--- src/rtl/alu_op_sequencer.sv ---
// Control FSM that runs one add/subtract through the shared memory, register-file and adder.
// Optional feature: define SEQ_OVERFLOW_FLAG_EN to add a registered signed-overflow output.
module alu_op_sequencer #(
  parameter int unsigned WORDSIZE = 64,
  parameter int unsigned ADDR_W   = 5,
  parameter int unsigned RA       = 0,
  parameter int unsigned RB       = 1
) (
  input  logic                clk,
  input  logic                rst_n,
  input  logic                i_start,
  input  logic                i_op,
  input  logic [ADDR_W-1:0]   i_src_a,
  input  logic [ADDR_W-1:0]   i_src_b,
  input  logic [ADDR_W-1:0]   i_dst,
  output logic                o_busy,
  output logic                o_done,
  output logic [WORDSIZE-1:0] o_result,
  output logic [ADDR_W-1:0]   o_dm_addr,
  output logic [WORDSIZE-1:0] o_dm_data_input,
  output logic                o_dm_write_enable,
  output logic                o_dm_read,
  input  logic [WORDSIZE-1:0] i_dm_data_output,
  output logic                o_rf_write_en,
  output logic [ADDR_W-1:0]   o_rf_write_addr,
  output logic [WORDSIZE-1:0] o_rf_write_data,
  output logic [ADDR_W-1:0]   o_rf_addr_a,
  output logic [ADDR_W-1:0]   o_rf_addr_b,
  input  logic [WORDSIZE-1:0] i_rf_data_a,
  input  logic [WORDSIZE-1:0] i_rf_data_b,
  output logic [WORDSIZE-1:0] o_factor_a,
  output logic [WORDSIZE-1:0] o_factor_b,
  output logic                o_operation,
`ifdef SEQ_OVERFLOW_FLAG_EN
  output logic                o_overflow,
`endif
  input  logic [WORDSIZE-1:0] i_adder_result
);

  localparam logic [ADDR_W-1:0] LP_RA = ADDR_W'(RA);
  localparam logic [ADDR_W-1:0] LP_RB = ADDR_W'(RB);

  typedef enum logic [2:0] {
    StIdle, StRdA, StLdA, StRdB, StLdB, StExec, StWb, StDone
  } state_e;

  state_e              r_state, w_state_next;
  logic                r_op;
  logic [ADDR_W-1:0]   r_src_a, r_src_b, r_dst;
  logic [WORDSIZE-1:0] r_factor_a, r_factor_b, r_result;
  logic                w_accept;

  assign w_accept = (r_state == StIdle) && i_start;

  always_ff @(posedge clk or negedge rst_n) begin
    if (!rst_n) begin
      r_state <= StIdle;
    end else begin
      r_state <= w_state_next;
    end
  end

  // Command is latched on acceptance so inputs may change freely while busy.
  always_ff @(posedge clk or negedge rst_n) begin
    if (!rst_n) begin
      r_op    <= 1'b0;
      r_src_a <= '0;
      r_src_b <= '0;
      r_dst   <= '0;
    end else if (w_accept) begin
      r_op    <= i_op;
      r_src_a <= i_src_a;
      r_src_b <= i_src_b;
      r_dst   <= i_dst;
    end
  end

  always_ff @(posedge clk or negedge rst_n) begin
    if (!rst_n) begin
      r_factor_a <= '0;
      r_factor_b <= '0;
    end else if (r_state == StExec) begin
      r_factor_a <= i_rf_data_a;
      r_factor_b <= i_rf_data_b;
    end
  end

  always_ff @(posedge clk or negedge rst_n) begin
    if (!rst_n) begin
      r_result <= '0;
    end else if (r_state == StWb) begin
      r_result <= i_adder_result;
    end
  end

`ifdef SEQ_OVERFLOW_FLAG_EN
  logic r_overflow;
  logic w_b_sign_eff;
  logic w_overflow;

  // Subtract flips B's sign so one same-sign rule covers both operations.
  assign w_b_sign_eff = r_factor_b[WORDSIZE-1] ^ r_op;
  assign w_overflow   = (r_factor_a[WORDSIZE-1] == w_b_sign_eff) &&
                        (i_adder_result[WORDSIZE-1] != r_factor_a[WORDSIZE-1]);

  always_ff @(posedge clk or negedge rst_n) begin
    if (!rst_n) begin
      r_overflow <= 1'b0;
    end else if (r_state == StWb) begin
      r_overflow <= w_overflow;
    end
  end

  assign o_overflow = r_overflow;
`endif

  always_comb begin
    w_state_next      = r_state;
    o_dm_addr         = '0;
    o_dm_data_input   = '0;
    o_dm_write_enable = 1'b0;
    o_dm_read         = 1'b0;
    o_rf_write_en     = 1'b0;
    o_rf_write_addr   = '0;
    o_rf_write_data   = '0;
    o_rf_addr_a       = '0;
    o_rf_addr_b       = '0;
    o_done            = 1'b0;
    case (r_state)
      StIdle: begin
        if (i_start) w_state_next = StRdA;
      end
      StRdA: begin
        o_dm_addr    = r_src_a;
        o_dm_read    = 1'b1;
        w_state_next = StLdA;
      end
      StLdA: begin
        o_rf_write_en   = 1'b1;
        o_rf_write_addr = LP_RA;
        o_rf_write_data = i_dm_data_output;
        w_state_next    = StRdB;
      end
      StRdB: begin
        o_dm_addr    = r_src_b;
        o_dm_read    = 1'b1;
        w_state_next = StLdB;
      end
      StLdB: begin
        o_rf_write_en   = 1'b1;
        o_rf_write_addr = LP_RB;
        o_rf_write_data = i_dm_data_output;
        w_state_next    = StExec;
      end
      StExec: begin
        o_rf_addr_a  = LP_RA;
        o_rf_addr_b  = LP_RB;
        w_state_next = StWb;
      end
      StWb: begin
        o_dm_addr         = r_dst;
        o_dm_data_input   = i_adder_result;
        o_dm_write_enable = 1'b1;
        w_state_next      = StDone;
      end
      StDone: begin
        o_done       = 1'b1;
        w_state_next = StIdle;
      end
      default: w_state_next = StIdle;
    endcase
  end

  assign o_busy      = (r_state != StIdle);
  assign o_result    = r_result;
  assign o_factor_a  = r_factor_a;
  assign o_factor_b  = r_factor_b;
  assign o_operation = r_op;

endmodule
--- config.mk ---
export PLATFORM = sky130hd
export DESIGN_NAME = alu_op_sequencer
export DESIGN_NICKNAME = d
export VERILOG_FILES = /design/src/rtl/alu_op_sequencer.sv
export SDC_FILE = /design/constraint.sdc
export NUM_CORES = 1
export LEC_CHECK = 0
export CAP_MARGIN = 20
export CORE_AREA = 2 2 239 241
export CTS_CLUSTER_SIZE = 8
export DETAILED_ROUTE_END_ITERATION = 12
export DIE_AREA = 0 0 241 243
export PLACE_DENSITY = 0.51
export RECOVER_POWER = 25
export SETUP_SLACK_MARGIN = 0.02
export SYNTH_ARGS = -nofsm -noshare
export SYNTH_HDL_FRONTEND = slang
export SYNTH_SLANG_ARGS = --single-unit
--- constraint.sdc ---
create_clock -name clk -period 1.8 [get_ports clk]
set_input_delay 0.27 -clock clk [delete_from_list [all_inputs] [get_ports clk]]
set_output_delay 0.27 -clock clk [all_outputs]
set_load 0.01 [all_outputs]
Word-level counts from Yosys, hierarchy flattened
Cells that the tools add are included.
{"block": "totals", "register_bits": 211, "inputBits": 275, "output_inout_bits": 346, "elab_cells": 32}
{"block": "classes", "eq_ne": 8, "n_mux": 11, "n_reduce_logical": 5}
{"cell": "two-way mux 64 bit", "n": 2}
{"cell": "case mux 3 bit (8 select lines)", "n": 1}
{"cell": "case mux 5 bit (3 select lines)", "n": 1}
{"cell": "equality test 3 bit (second input constant)", "n": 4}
{"cell": "equality test 3 x 2 -> 1 bit (second input constant)", "n": 2}
{"cell": "two-way mux 1 bit", "n": 6}
{"cell": "OR reduction 2 bit", "n": 2}
{"cell": "equality test 3 x 1 -> 1 bit (second input constant)", "n": 1}
{"cell": "logical NOT 3 bit", "n": 1}
{"cell": "two-way mux 3 bit", "n": 1}
{"cell": "nonzero test 3 bit", "n": 1}
{"cell": "inequality test 2 bit (second input constant)", "n": 1}
{"cell": "logical AND 1 bit", "n": 1}

Depth between registers and ports, before layout
Gate-level depths: netlist of run 1.
{"block": "depth", "word_depth": 3, "ltp_mapped": 7, "mapped_depth_nobuf": 6}

Worst setup path after synthesis of run 1
Ideal clock, no wire load.
{"block": "synth_path", "kind": "register to output", "from": "reg r_state[0]", "to": "out o_rf_write_data[10]", "arrival_ns": 1.490, "required_ns": 1.530, "setup_slack_ns": 0.040, "stages_incl_launch_ff": 8, "n_path_buf": 2, "cell_sequence": "dfrtp_1 -> inv_1 -> ha_1 -> and2_1 -> a21oi_1 -> buf_2 -> buf_2 -> nor2b_1"}
{"block": "synth_between", "elab_chain_len": 3, "word_cells_on_any_way": 4, "classes_between": "2 x eq/ne; 1 x mux; 1 x reduce/logical"}
{"item": "start: declaration", "line": "47", "rtl": "state_e r_state, w_state_next;"}
{"item": "start signal: assignment", "line": "57", "rtl": "r_state <= StIdle;"}
{"item": "start signal: assignment", "line": "59", "rtl": "r_state <= w_state_next;"}
{"item": "equality test 3 bit / equality test 3 x 2 -> 1 bit (equally long branches)", "line": "129", "rtl": "case (r_state)"}
{"item": "OR reduction 2 bit (no source line) (*)"}
{"item": "two-way mux 64 bit (*)", "line": "129"}
{"item": "end: declaration", "line": "26", "rtl": "output logic [WORDSIZE-1:0] o_rf_write_data,"}
Every way passes the cells marked *; elsewhere a longest branch is shown, timed or not.

Worst setup path in the final report of run 1
{"block": "layout_path", "from": "reg r_state[1]", "to": "out o_rf_write_data[22]"}
The elaborated chain is that of the path after synthesis.

==> results of run 1 <==
==> cell usage in the layout (no fill, tap or decap), types with 5 or more instances in the layout <==
cell                              count
sky130_fd_sc_hd__and3_1              10
sky130_fd_sc_hd__buf_6               72
sky130_fd_sc_hd__and3_4              54
sky130_fd_sc_hd__clkbuf_2            20
sky130_fd_sc_hd__mux2_2              43
sky130_fd_sc_hd__a22oi_2              5
sky130_fd_sc_hd__nor2b_1             32
sky130_fd_sc_hd__buf_2               63
sky130_fd_sc_hd__a21o_1              64
sky130_fd_sc_hd__buf_12              14
sky130_fd_sc_hd__nor2b_2             13
sky130_fd_sc_hd__nor2b_4             21
sky130_fd_sc_hd__nand2_1             11
sky130_fd_sc_hd__buf_4              104
sky130_fd_sc_hd__clkdlybuf4s50_1    466
sky130_fd_sc_hd__dfrtp_1            210
sky130_fd_sc_hd__clkbuf_16           40
sky130_fd_sc_hd__conb_1              13
sky130_fd_sc_hd__mux2_4             101
==> critical path: cells and delay by family, from the launching register on <==
| family | cells | cell delay, ns |
|---|---|---|
| buf+inv | 5 | 0.70 |
| flops | 1 | 0.42 |
| simple gates | 2 | 0.27 |
| fa+ha+maj | 1 | 0.13 |
| compound gates | 1 | 0.04 |
==> through the flow <==
step           setup TNS, ns  instances  setup slack (ns)  hold WS [ns]
4_1_cts              -106.46       2124            -0.803         0.157
2_1_floorplan              0        662            0.0402       -0.0256
3_5_place_dp          -39.19       2075            -0.371         0.189
6_report             -102.81       2156            -0.606         0.306
5_1_grt              -128.04       2156            -0.665         0.283
3_3_place_gp          -38.53       2075            -0.369         0.187
==> layout make-up <==
class / count / area (um2) / share of cell area
clock buffers: 36 / 815 / 0.0440
inverters: 6 / 27.5 / 0.00149
clock inverters: 3 / 43.8 / 0.00236
well taps: 756 / 946 / 0.0510
flip-flops and latches: 211 / 5280 / 0.285
multi-input cells: 388 / 4130 / 0.223
repair buffers: 756 / 7290 / 0.393
==> per-layer routing <==
layer  track usage  up-vias
li1              -     3703
met5             0        -
met3        0.0334       70
met4        0.0352        4
met1         0.145     4007
met2         0.212      299
==> how the worst max path moves through the flow <==
stage                      startpoint  cells after the start                  end
2_1_floorplan  r_state[0]$_DFFE_PN0P_                      7  o_rf_write_data[10]
3_3_place_gp   r_state[1]$_DFFE_PN0P_                      7  o_rf_write_data[20]
3_5_place_dp   r_state[1]$_DFFE_PN0P_                      7  o_rf_write_data[16]
4_1_cts        r_state[1]$_DFFE_PN0P_                      7  o_rf_write_data[29]
5_1_grt        r_state[1]$_DFFE_PN0P_                      9  o_rf_write_data[56]
6_report       r_state[1]$_DFFE_PN0P_                      9  o_rf_write_data[22]
==> cell families (layout without fill, tap and decap cells) <==
family | count (synthesis) | after routing | share of synthesized area
compound gates | 76 | 76 | 0.0609
fa+ha+maj | 4 | 4 | 0.00543
buf+inv | 63 | 801 | 0.0446
flops | 211 | 211 | 0.572
mux | 144 | 144 | 0.217
other cells | 1 | 13 | 0.000406
simple gates | 151 | 151 | 0.0994
==> state kept, by name, summed over array words and instances, names as in the netlist <==
name,cells
o_operation,1
o_result,64
r_dst,5
r_src_a,5
o_factor_a,64
r_src_b,5
r_state,3
o_factor_b,64
==> report_power, final <==
part	leakage, nW	switching, mW	internal, mW
registers	2.55	1.36	7.13
logic	5.66	6.85	10.5
clock network	0.423	2.11	3.25
total	8.64	10.3	20.9
==> what timing repair did <==
| action | in CTS | in global routing |
|---|---|---|
| pin swaps | 3 | 5 |
| cloned | 2 | 10 |
| hold buffers | 1 | 0 |
| hold endpoints to repair | 211 | 0 |
| setup endpoints to repair | 376 | 511 |
| resized for setup | 311 | 406 |
| buffers inserted | 7 | 26 |
==> results.py, run 1 <==
metrics = {
    "run_status": {
        "result_of_the_run": "finished, violations left",
        "violations": "negative setup slack",
    },
    "global_route": {
        "grt_pass1_wl_um": 54400,
        "global_route.usage.total": 0.122,
        "grt_pass1_vias": 8516,
        "grt_start_max_net_pins": 60,
        "global_route.overflow_total": 0,
        "number_of_antenna_violations_at_the_first_check_in_global_routing": 3,
    },
    "worst_setup_path": {
        "worst_ep_arrival_time_ns": 2.14,
        "critical_path.reg2reg.startpoint": "r_state[1]$_DFFE_PN0P_",
        "nature_of_the_critical_path_startpoint": "register",
        "crit_path_top_delay_cell": "sky130_fd_sc_hd__dfrtp_1",
        "path_max_fanout": 8,
        "crit_path_end_kind": "output pin",
        "setup_slack_of_the_most_critical_reg_to_reg_path_ns": -0.38,
        "worst-setup-path-type": "reg2out",
        "crit-reg2reg-capture": "o_result[9]$_DFFE_PN0N_",
        "cp_slowest_stage_delay_ns": 0.42,
        "critPathRequiredTime_ns": 1.53,
        "worstRegToRegCells": 8,
        "worst_path_cell_trace": "inv_2, ha_4, and2_4, a21oi_4, buf_12, buf_8, clkbuf_16, nor2b_1, buf_2",
    },
    "floorplan": {
        "vertical_extent_of_the_die_um": 243,
        "design.die.area_um2": 58600,
        "fp-row-count": 87,
        "pin_count": 621,
        "die_x_um": 241,
        "floorplan.initialDensity": 0.165,
        "core-area_um2": 56000,
    },
    "synth": {
        "synth_area_um2": 9230,
        "yosys_most_used_dff": "sky130_fd_sc_hd__dfrtp_1",
        "synth.top_cells.by_count": "211 x sky130_fd_sc_hd__dfrtp_1, 101 x sky130_fd_sc_hd__mux2_4, 66 x sky130_fd_sc_hd__nor2b_1, 64 x sky130_fd_sc_hd__a21o_1, 64 x sky130_fd_sc_hd__and3_1",
        "yosysTopAreaCell": "sky130_fd_sc_hd__dfrtp_1",
        "synth-edff-count": 0,
        "netlist-cell-type-count": 26,
        "ys_top_cells_by_area": "sky130_fd_sc_hd__dfrtp_1 57%, sky130_fd_sc_hd__mux2_4 16%, sky130_fd_sc_hd__mux2_2 5.2%, sky130_fd_sc_hd__a21o_1 5.2%, sky130_fd_sc_hd__nor2b_1 4.5%",
        "synthDominantCellAreaShare": 0.572,
        "synth_seq_cells": 211,
        "synth.yosys.seq_area_share": 0.572,
        "synthesis.area_per_instance_um2": 14.2,
        "asyncSetResetFlopFracSynth": 1.00,
        "yosysWarnings": 0,
        "number_of_standard_cells_after_synthesis": 650,
        "yosys.cell_count.top_type": "sky130_fd_sc_hd__dfrtp_1",
    },
    "detailed_routing": {
        "num_vias": 8083,
        "wl_met3_um": 3030,
        "drt_pass1_iterations": 4,
        "wirelength_um": 39600,
        "ant_nets": 0,
        "met1_length_um": 15900,
        "detailed_route_iter0_violations": 254,
        "post_drt_via_cell_ratio": 3.75,
        "met2RoutedLength_um": 19600,
        "top_layer": "met5",
        "remaining_drc_errors": 0,
        "route.detailed.wl_per_inst_um": 18.4,
    },
    "finish": {
        "final_layout_size_suffix_gt1_frac": 0.411,
        "fillers": 5683,
        "final_core_utilization": 0.331,
        "layout.cell_area.non_filler_um2": 18500,
        "finalNetCount": 1673,
        "n_antenna_cell": 0,
        "syn_to_final_growth_pct": 101,
    },
    "sta": {
        "postLayoutSetupSlackWorst_ns": -0.606,
        "report.final.hold_viol_count": 0,
        "fmaxAchievable_ghz": 0.416,
        "post-route-period-util": 1.34,
        "period_needed_ns": 2.41,
        "timing.slew.headroom": 0.242,
        "clock-skew-final_ns": 0.0177,
        "worst-slew-pin-transition_ns": 1.14,
        "rsz0062_at_grt": "true",
        "setup-violations-final": 337,
        "slew_limit_fails": 0,
    },
    "placed_design": {
        "gp_congestion": 0.892,
        "buffers_on_ports": 607,
        "detailed_place_hpwl_um": 28700,
        "place_area_um2": 16900,
    },
    "hold_path": {
        "hold_path_depth": 2,
        "hold_end": "o_factor_b[5]$_DFFE_PN0P_",
        "timing.hold.worst.start": "i_rf_data_b[5]",
        "type_of_the_most_critical_hold_path": "in2reg",
    },
    "clock_network": {
        "clock-sinks": 211,
        "cts_tree": "built",
        "cts_max_path_buffers": 3,
        "clock_pin_slew_of_the_registers_on_the_worst_case_setup_and_hold_paths_ns": 0.06,
        "clockRootBuffer": "sky130_fd_sc_hd__clkbuf_16",
        "clock_insertion_delay_worst_skew_ns": 0.57,
        "cts_buffers": 31,
        "ctsHtreeMaxLevel": 1,
    },
    "power": {
        "power_per_cell_area_nw_per_um2": 1680,
        "p_total_mw": 31.2,
        "p_leak_nw": 8.64,
        "power.ir.vdd_worst_uv": 779,
    },
    "job": {
        "maxCapViolCount": 0,
    },
}
(Power assumes the default switching activity.)
==> inputs of run 2 (changes only) <==
--- a/config.mk
+++ b/config.mk
@@ -7,9 +7,10 @@
 export LEC_CHECK = 0
 export CAP_MARGIN = 20
 export CORE_AREA = 2 2 239 241
-export CTS_CLUSTER_SIZE = 8
+export CTS_CLUSTER_SIZE = 24
 export DETAILED_ROUTE_END_ITERATION = 12
 export DIE_AREA = 0 0 241 243
+export HOLD_SLACK_MARGIN = 0.12
 export PLACE_DENSITY = 0.51
 export RECOVER_POWER = 25
 export SETUP_SLACK_MARGIN = 0.02
==> results.py, run 2 (synthesis gave the netlist of run 1 again) <==
metrics = {
    "worst_setup_path": {
        "worst_path_cell_trace": "inv_2, ha_4, and2_4, a21oi_4, buf_12, buf_8, clkbuf_16, nor2b_1, buf_2",
        "worst-setup-path-type": "reg2out",
        "worst_ep_arrival_time_ns": 2.11,
        "crit_path_top_delay_cell": "sky130_fd_sc_hd__dfrtp_1",
        "nature_of_the_critical_path_startpoint": "register",
        "crit_path_end_kind": "output pin",
        "critPathRequiredTime_ns": 1.53,
        "path_max_fanout": 8,
        "cp_slowest_stage_delay_ns": 0.41,
    },
    "job": {
        "maxCapViolCount": 0,
    },
    "sta": {
        "postLayoutSetupSlackWorst_ns": -0.578,
        "report.final.hold_viol_count": 0,
        "clock-skew-final_ns": 0.0119,
        "setup-tns-final_ns": -92.29,
        "post-route-period-util": 1.32,
        "fmaxAchievable_ghz": 0.421,
        "worst-slew-pin-transition_ns": 1.14,
        "rsz0062_at_grt": "true",
        "period_needed_ns": 2.38,
        "slew_limit_fails": 0,
        "setup-violations-final": 334,
        "timing.slew.headroom": 0.239,
    },
    "power": {
        "seq_power_share": 0.276,
        "power_per_cell_area_nw_per_um2": 1670,
        "intPower_mw": 20.5,
        "sw_frac_of_total": 0.333,
        "p_total_mw": 30.7,
        "pwr-share-comb": 0.552,
        "p_leak_nw": 8.68,
        "p_clk_frac": 0.172,
        "power.ir.vdd_worst_uv": 872,
        "power_switching_mw": 10.2,
    },
    "clock_network": {
        "clock_insertion_delay_worst_skew_ns": 0.55,
        "cts_buffers": 27,
        "clock_pin_slew_of_the_registers_on_the_worst_case_setup_and_hold_paths_ns": 0.06,
        "cts_max_path_buffers": 3,
        "clockRootBuffer": "sky130_fd_sc_hd__clkbuf_16",
        "cts_tree": "built",
        "clock-sinks": 211,
        "ctsHtreeMaxLevel": 1,
    },
    "placed_design": {
        "numPlacedInstances": 2075,
        "gp_congestion": 0.892,
        "buffers_on_ports": 607,
        "detailed_place_hpwl_um": 28700,
        "detailedPlace.worstSlack_ns": -0.371,
    },
    "global_route": {
        "grt_start_max_net_pins": 60,
        "global_route.overflow_total": 0,
        "grt_pass1_vias": 8530,
        "number_of_antenna_violations_at_the_first_check_in_global_routing": 3,
        "grt_pass1_wl_um": 54500,
        "global_route.usage.total": 0.122,
    },
    "detailed_routing": {
        "drt_pass1_iterations": 4,
        "wl_met3_um": 2540,
        "met1_length_um": 16000,
        "num_vias": 8027,
        "ant_nets": 0,
        "post_drt_via_cell_ratio": 3.73,
        "route.detailed.wl_per_inst_um": 18.2,
        "top_layer": "met5",
        "met2RoutedLength_um": 19500,
        "detailed_route_iter0_violations": 250,
        "remaining_drc_errors": 0,
        "wirelength_um": 39100,
    },
    "floorplan": {
        "fp-row-count": 87,
        "die_x_um": 241,
        "design.die.area_um2": 58600,
        "floorplan.initialDensity": 0.165,
        "pin_count": 621,
        "core-area_um2": 56000,
        "vertical_extent_of_the_die_um": 243,
    },
    "finish": {
        "n_antenna_cell": 0,
        "fin_cells": 2150,
        "final_layout_size_suffix_gt1_frac": 0.395,
        "syn_to_final_growth_pct": 99.1,
        "final_common_cell": "sky130_fd_sc_hd__clkdlybuf4s50_1",
        "finalNetCount": 1654,
        "most_frequent_cells_in_the_layout": "466 x sky130_fd_sc_hd__clkdlybuf4s50_1, 210 x sky130_fd_sc_hd__dfrtp_1, 101 x sky130_fd_sc_hd__mux2_4",
    },
    "run_status": {
        "violations": "negative setup slack",
        "result_of_the_run": "finished, violations left",
    },
    "hold_path": {
        "type_of_the_most_critical_hold_path": "in2reg",
    },
}
==> run 2: changes by cell type in the layout (fill, tap and decap cells not counted), moves of 4 or more <==
cell	delta
sky130_fd_sc_hd__buf_6	-24
sky130_fd_sc_hd__clkbuf_2	-16
sky130_fd_sc_hd__buf_2	+12
sky130_fd_sc_hd__dlymetal6s2s_1	+10
sky130_fd_sc_hd__buf_4	-7
sky130_fd_sc_hd__clkbuf_16	-6
sky130_fd_sc_hd__clkdlybuf4s15_2	+5
sky130_fd_sc_hd__clkbuf_1	+4
sky130_fd_sc_hd__clkbuf_8	+4
sky130_fd_sc_hd__nor2b_2	+4
sky130_fd_sc_hd__nor2b_4	-4
==> run 2: timing repair <==
action                     CTS  global route
hold endpoints to repair   211             0
gates resized for setup    407           273
setup endpoints to repair  343           456
setup buffers               11             9
gates cloned                 3             8
pin swaps                    4             5
hold buffers                 1             0
==> run 2: worst paths after layout <==
path                       slack (ns)                    start                         end  cells past startpoint
max                             -0.58   r_state[1]$_DFFE_PN0P_         o_rf_write_data[22]                      9
min                              0.33          i_rf_data_a[26]  o_factor_a[26]$_DFFE_PN0P_                      2
max reg2reg                     -0.34   r_state[1]$_DFFE_PN0P_     o_result[9]$_DFFE_PN0N_                      8
min reg2reg                      0.47  o_result[1]$_DFFE_PN0N_     o_result[1]$_DFFE_PN0N_                      1
max in group asynchronous        0.25                    rst_n  o_factor_b[48]$_DFFE_PN0P_                      3
min in group asynchronous        0.48                    rst_n  o_factor_a[38]$_DFFE_PN0P_                      2
==> run 2: final cells by class <==
| type | count | area, um2 |
|---|---|---|
| Tap cell | 756 | 946 |
| Clock buffer | 40 | 785 |
| Clock inverter | 8 | 81.3 |
| Sequential cell | 211 | 5280 |
| Multi-Input combinational cell | 388 | 4090 |
| Fill cell | 5717 | 37600 |
| Inverter | 6 | 27.5 |
| Timing Repair Buffer | 741 | 7160 |
==> run 2: power groups by stage <==
stage	combinational, mW	clock [mW]	sequential (mW)
2_1_floorplan	5.76	0	9.34
3_3_place_gp	15.5	0	8.45
3_5_place_dp	15.5	0	8.50
4_1_cts	16.1	5.54	8.48
5_1_grt	17.9	5.70	8.79
6_report	17.0	5.30	8.46
==> run 2: metrics by stage <==
stage          hold slack (ns)  instance area [um2]   util
2_1_floorplan          -0.0256                 9270      -
3_3_place_gp             0.187                16900  0.302
3_5_place_dp             0.189                16900  0.302
4_1_cts                  0.165                18100  0.323
5_1_grt                  0.299                18400  0.328
6_report                 0.326                18400  0.328
==> run 2: layer usage <==
layer	GRT usage	up-vias
met5	0	-
met1	0.147	3983
met3	0.0298	55
met2	0.213	307
met4	0.0363	4
li1	-	3678
==> run 2: worst max-delay path: cells and delay by family (launching register included) <==
| family | cells | cell delay, ns |
|---|---|---|
| buffers and inverters | 5 | 0.70 |
| DFF | 1 | 0.41 |
| adders and majority gates | 1 | 0.14 |
| AOI/OAI and AO/OA | 1 | 0.04 |
| and+or+nand+nor | 2 | 0.27 |
==> variant 1: new RTL, settings of run 1 <==
Add a define of `SEQ_OVERFLOW_FLAG_EN`.
--- a/src/rtl/alu_op_sequencer.sv
+++ b/src/rtl/alu_op_sequencer.sv
@@ -2,2 +2,4 @@
 // Optional feature: define SEQ_OVERFLOW_FLAG_EN to add a registered signed-overflow output.
+`define SEQ_OVERFLOW_FLAG_EN
+
 module alu_op_sequencer #(
Behaviour (old outputs only; new: o_overflow): unchanged (Yosys induction, for registers that start in step).
==> variant 1 against run 1 <==
Non-clock buffer count decreased by 42; final area decreased by 0.45%; critical path depth decreased by 3; sequential cell count increased by 1; critical endpoint is now o_rf_write_data[19]; fmax increased by 9.9%; sequential share of layout area increased by 0.27 points; the flow still finishes with violations (negative setup slack); critical path type unchanged; setup slack improved by 0.22 ns; total power increased by 5.7%; global-route usage decreased by 0.78 points; register-to-register slack improved by 0.25 ns; highest routed layer unchanged; synthesized area decreased by 0.87%; routed wire length decreased by 4.3%.
==> variant 1: results (changes against run 1) <==
grt:
  grt_max_degree: 66  # +10%
  grt_pass1_wl_microns: 50400  # -7.4%
  use_met2_pct: 20.8  # -0.41 points
  grt_pass1_vias: 7878  # -7.5%
  antenna_found_initial: 2  # -1
  use_met3_pct: 3.10  # -0.24 points
  gr-usage-met1_pct: 12.9  # -1.6 points
  grt_util_all_layers_pct: 11.4  # -0.78 points
clock_network:
  cts_buffers: 31  # unchanged
  clk_pin_slew_worst_paths_ns: 0.06  # about the same
  cts_setup_buffers: 16  # +9
  htreeDepth: 1  # unchanged
  post_cts_resized: 307  # -1.3%
power:
  ir_drop_mv: 0.842  # +8.0%
  comb_power_uw: 19200  # +11%
  p_seq_share_pct: 26.1  # -1.1 points
  p_leak_uw: 0.00805  # -6.8%
  p_int_uw: 22500  # +7.7%
synthesis:
  synth.distinct_cells: 27  # +3.8%
  synth_common_cells: "dfrtp_1, mux2_2, and2_1, buf_4, buf_6"
  synth-compound-area-share_pct: 0.328  # -5.8 points
  ys_seq_area_share_pct: 58.0  # +0.77 points
  synth.mux.area_fraction_pct: 26.7  # +5.0 points
  synth-xor-area-share_pct: 0.383  # +0.38 points
  yosys-top-cells-area: "dfrtp_1, mux2_2, and2_1"
  synth-adder-area-share_pct: 0  # -0.54 points
timing:
  tightest_slew_ns: 1.27  # +0.135 ns
  setup_viol: 193  # -43%
  fin_ws_ns: -0.390  # +0.216 ns
  fin_tns_setup_ns: -50.26  # +52.55 ns
  fin_skew_ns: 0.0209  # +0.00314 ns
route:
  drtIter0Drc: 190  # -25%
  wl_met1_microns: 14500  # -8.8%
  wl_met2_microns: 19200  # -1.6%
  wl_microns: 37900  # -4.3%
  vias_per_cell: 3.68  # -1.8%
  met3_length_microns: 3220  # +6.3%
setup_path:
  crit_fanout: 8  # unchanged
  slowest_delay_ns: 0.44  # +0.02 ns
  critical_path_arrival_ns: 1.92  # -0.22 ns
  crit_family: "flip-flops"
  slowest_stage: "dfrtp_2"
placement:
  gp_congestion: 0.880  # -1.4%
  place_ws_ns: -0.162  # +0.210 ns
  numPortBuffers: 608  # +0.16%
  place_hpwl_microns: 26600  # -7.4%
layout:
  drive_gt1_share_pct: 44.3  # +3.2 points
  fin_nets: 1621  # -3.1%
outcome:
  status: "finished, violations left"
  violations: "negative setup slack"
-- variant 1: cell count changes after synthesis, moves of 63 or more --
| cell | before | now |
|---|---|---|
| and3_1 | 64 | 1 |
| mux2_2 | 43 | 198 |
| mux2_4 | 101 | 10 |
| nor2b_1 | 66 | 2 |
| and2_1 | 2 | 128 |
| a21o_1 | 64 | 0 |
-- variant 1: path summary, 6_finish.rpt --
check	endpoint	from	cells after the start	slack, ns
hold reg to reg	o_factor_b[10]	o_factor_b[10]	1	0.50
max in group asynchronous	o_result[34]	rst_n	3	0.19
min in group asynchronous	o_factor_b[15]	rst_n	2	0.52
setup / recovery	o_rf_write_data[19]	r_state[1]	6	-0.39
setup reg to reg	o_result[39]	r_state[1]	8	-0.13
hold / removal	o_factor_b[61]	i_rf_data_b[61]	2	0.31
-- variant 1: final cells by class --
cell class / count / area, sq um
fillers: 5647 / 37500
multi-input cells: 384 / 3880
clock buffers: 36 / 815
repair buffers: 714 / 7470
well taps: 756 / 946
flip-flops and latches: 212 / 5310
inverters: 3 / 11.3
clock inverters: 2 / 16.3
diodes: 1 / 2.50
-- variant 1: per-stage QoR --
step           instances  utilization [%]  power (uW)  hold WS, ns  instance area [sq um]
2_1_floorplan        652                -       15500      -0.0256                   9190
3_3_place_gp        2007             29.2       24400        0.217                  16300
3_5_place_dp        2007             29.2       24500        0.216                  16300
4_1_cts             2067             31.0       30200        0.175                  17300
5_1_grt             2107             33.0       34800        0.279                  18400
6_report            2108             33.0       33000        0.308                  18400
-- variant 1: logic make-up after synthesis --
logic type,Yosys count
xor gates and xnor gates,4
AOI/OAI and AO/OA,6
DFF,212
buffers and inverters,56
muxes,214
other,1
and+or+nand+nor,147
==> variant 2: new RTL, config.mk and constraints of run 1 <==
Without the edit above. Put a register stage on the output `o_rf_addr_b`, cleared by the reset. The value now appears one clock later. The other outputs are not delayed to match.
--- a/src/rtl/alu_op_sequencer.sv
+++ b/src/rtl/alu_op_sequencer.sv
@@ -45,2 +45,4 @@
   } state_e;
+
+  logic [ADDR_W-1:0] o_rf_addr_b_d;
 
@@ -126,3 +128,3 @@
     o_rf_addr_a       = '0;
-    o_rf_addr_b       = '0;
+    o_rf_addr_b_d     = '0;
     o_done            = 1'b0;
@@ -156,3 +158,3 @@
         o_rf_addr_a  = LP_RA;
-        o_rf_addr_b  = LP_RB;
+        o_rf_addr_b_d = LP_RB;
         w_state_next = StWb;
@@ -179,2 +181,10 @@
 
+  always_ff @(posedge clk or negedge rst_n) begin
+    if (!rst_n) begin
+      o_rf_addr_b <= '0;
+    end else begin
+      o_rf_addr_b <= o_rf_addr_b_d;
+    end
+  end
+
 endmodule
Check against the original RTL: not equivalent (Yosys sat finds a counterexample within 10 cycles, from zero or initial values and one cycle with rst_n low).
==> variant 2 against run 1 <==
The run still ends with negative setup slack left; total power increased by 8.4%; fmax grew 9.3%; final area rose by 1.8%; setup slack gained 0.20 ns; sequential cell count increased by 1; sequential share of layout area shrank 0.35 points; synthesized area increased by 3.0%; core utilization grew 0.59 points; sequential power increased by 2%; count of clock-buffer cells in the layout down 2; routed wire length rose by 2.0%; largest power group unchanged.
==> variant 2: results (changes against run 1) <==
setup_path:
  slowest_delay_ns: 0.47  # +0.05 ns
  reg2reg_to: "r_src_b[2]"
  slowest_stage: "dfrtp_2"
grt:
  use_met3_pct: 3.10  # -0.24 points
  grt_pass1_wl_microns: 52500  # -3.6%
  grt_max_degree: 66  # +10%
  use_met2_pct: 20.5  # -0.76 points
layout:
  multi_input_comb_area_sq_mm: 0.00429  # +3.9%
  fillCellCount: 5561  # -2.1%
  fin_nets: 1597  # -4.5%
timing:
  fin_ws_ns: -0.402  # +0.204 ns
  setup_viol: 155  # -54%
  fin_tns_setup_ns: -47.66  # +55.15 ns
synthesis:
  synth-xor-area-share_pct: 0.277  # +0.28 points
  ys_seq_area_share_pct: 55.8  # -1.4 points
  syn_avg_cell_area_sq_um: 14.9  # +5.3%
  synth_common_cells: "dfrtp_1, mux2_2, mux2_4, nor3b_1, and2_1"
route:
  wl_met2_microns: 20400  # +4.2%
  vias: 7772  # -3.8%
  wl_microns: 40400  # +2.0%
  drtIter0Drc: 159  # -37%
placement:
  placed_cells: 1994  # -3.9%
  gp_congestion: 0.810  # -9.2%
  dpl_cell_area_sq_mm: 0.0166  # -1.6%
power:
  p_leak_uw: 0.00871  # +0.88%
  clockPowerShare_pct: 14.9  # -2.3 points
  switching_share_pct: 33.8  # +0.72 points
outcome:
  violations: "negative setup slack"
  status: "finished, violations left"
clock_network:
  cts_setup_buffers: 13  # +6
[variant 2: how the worst min path moves through the flow]
| stage | from | cells after the start | to | slack, ns |
|---|---|---|---|---|
| 4_1_cts | rst_n | 2 | o_factor_a[8] | 0.22 |
| 6_report | i_src_a[0] | 2 | r_src_a[0] | 0.33 |
| 3_3_place_gp | rst_n | 1 | o_factor_a[14] | 0.23 |
| 3_5_place_dp | rst_n | 1 | o_factor_a[14] | 0.23 |
| 2_1_floorplan | rst_n | 0 | o_factor_a[0] | -0.03 |
| 5_1_grt | i_rf_data_b[11] | 2 | o_factor_b[11] | 0.30 |
[variant 2: area by class of cell]
type / count / share of cell area, %
Clock buffer: 34 / 4.23
Multi-Input combinational cell: 373 / 22.8
Timing Repair Buffer: 702 / 39.8
Tap cell: 756 / 5.02
Sequential cell: 212 / 28.2
Inverter: 3 / 0.0796
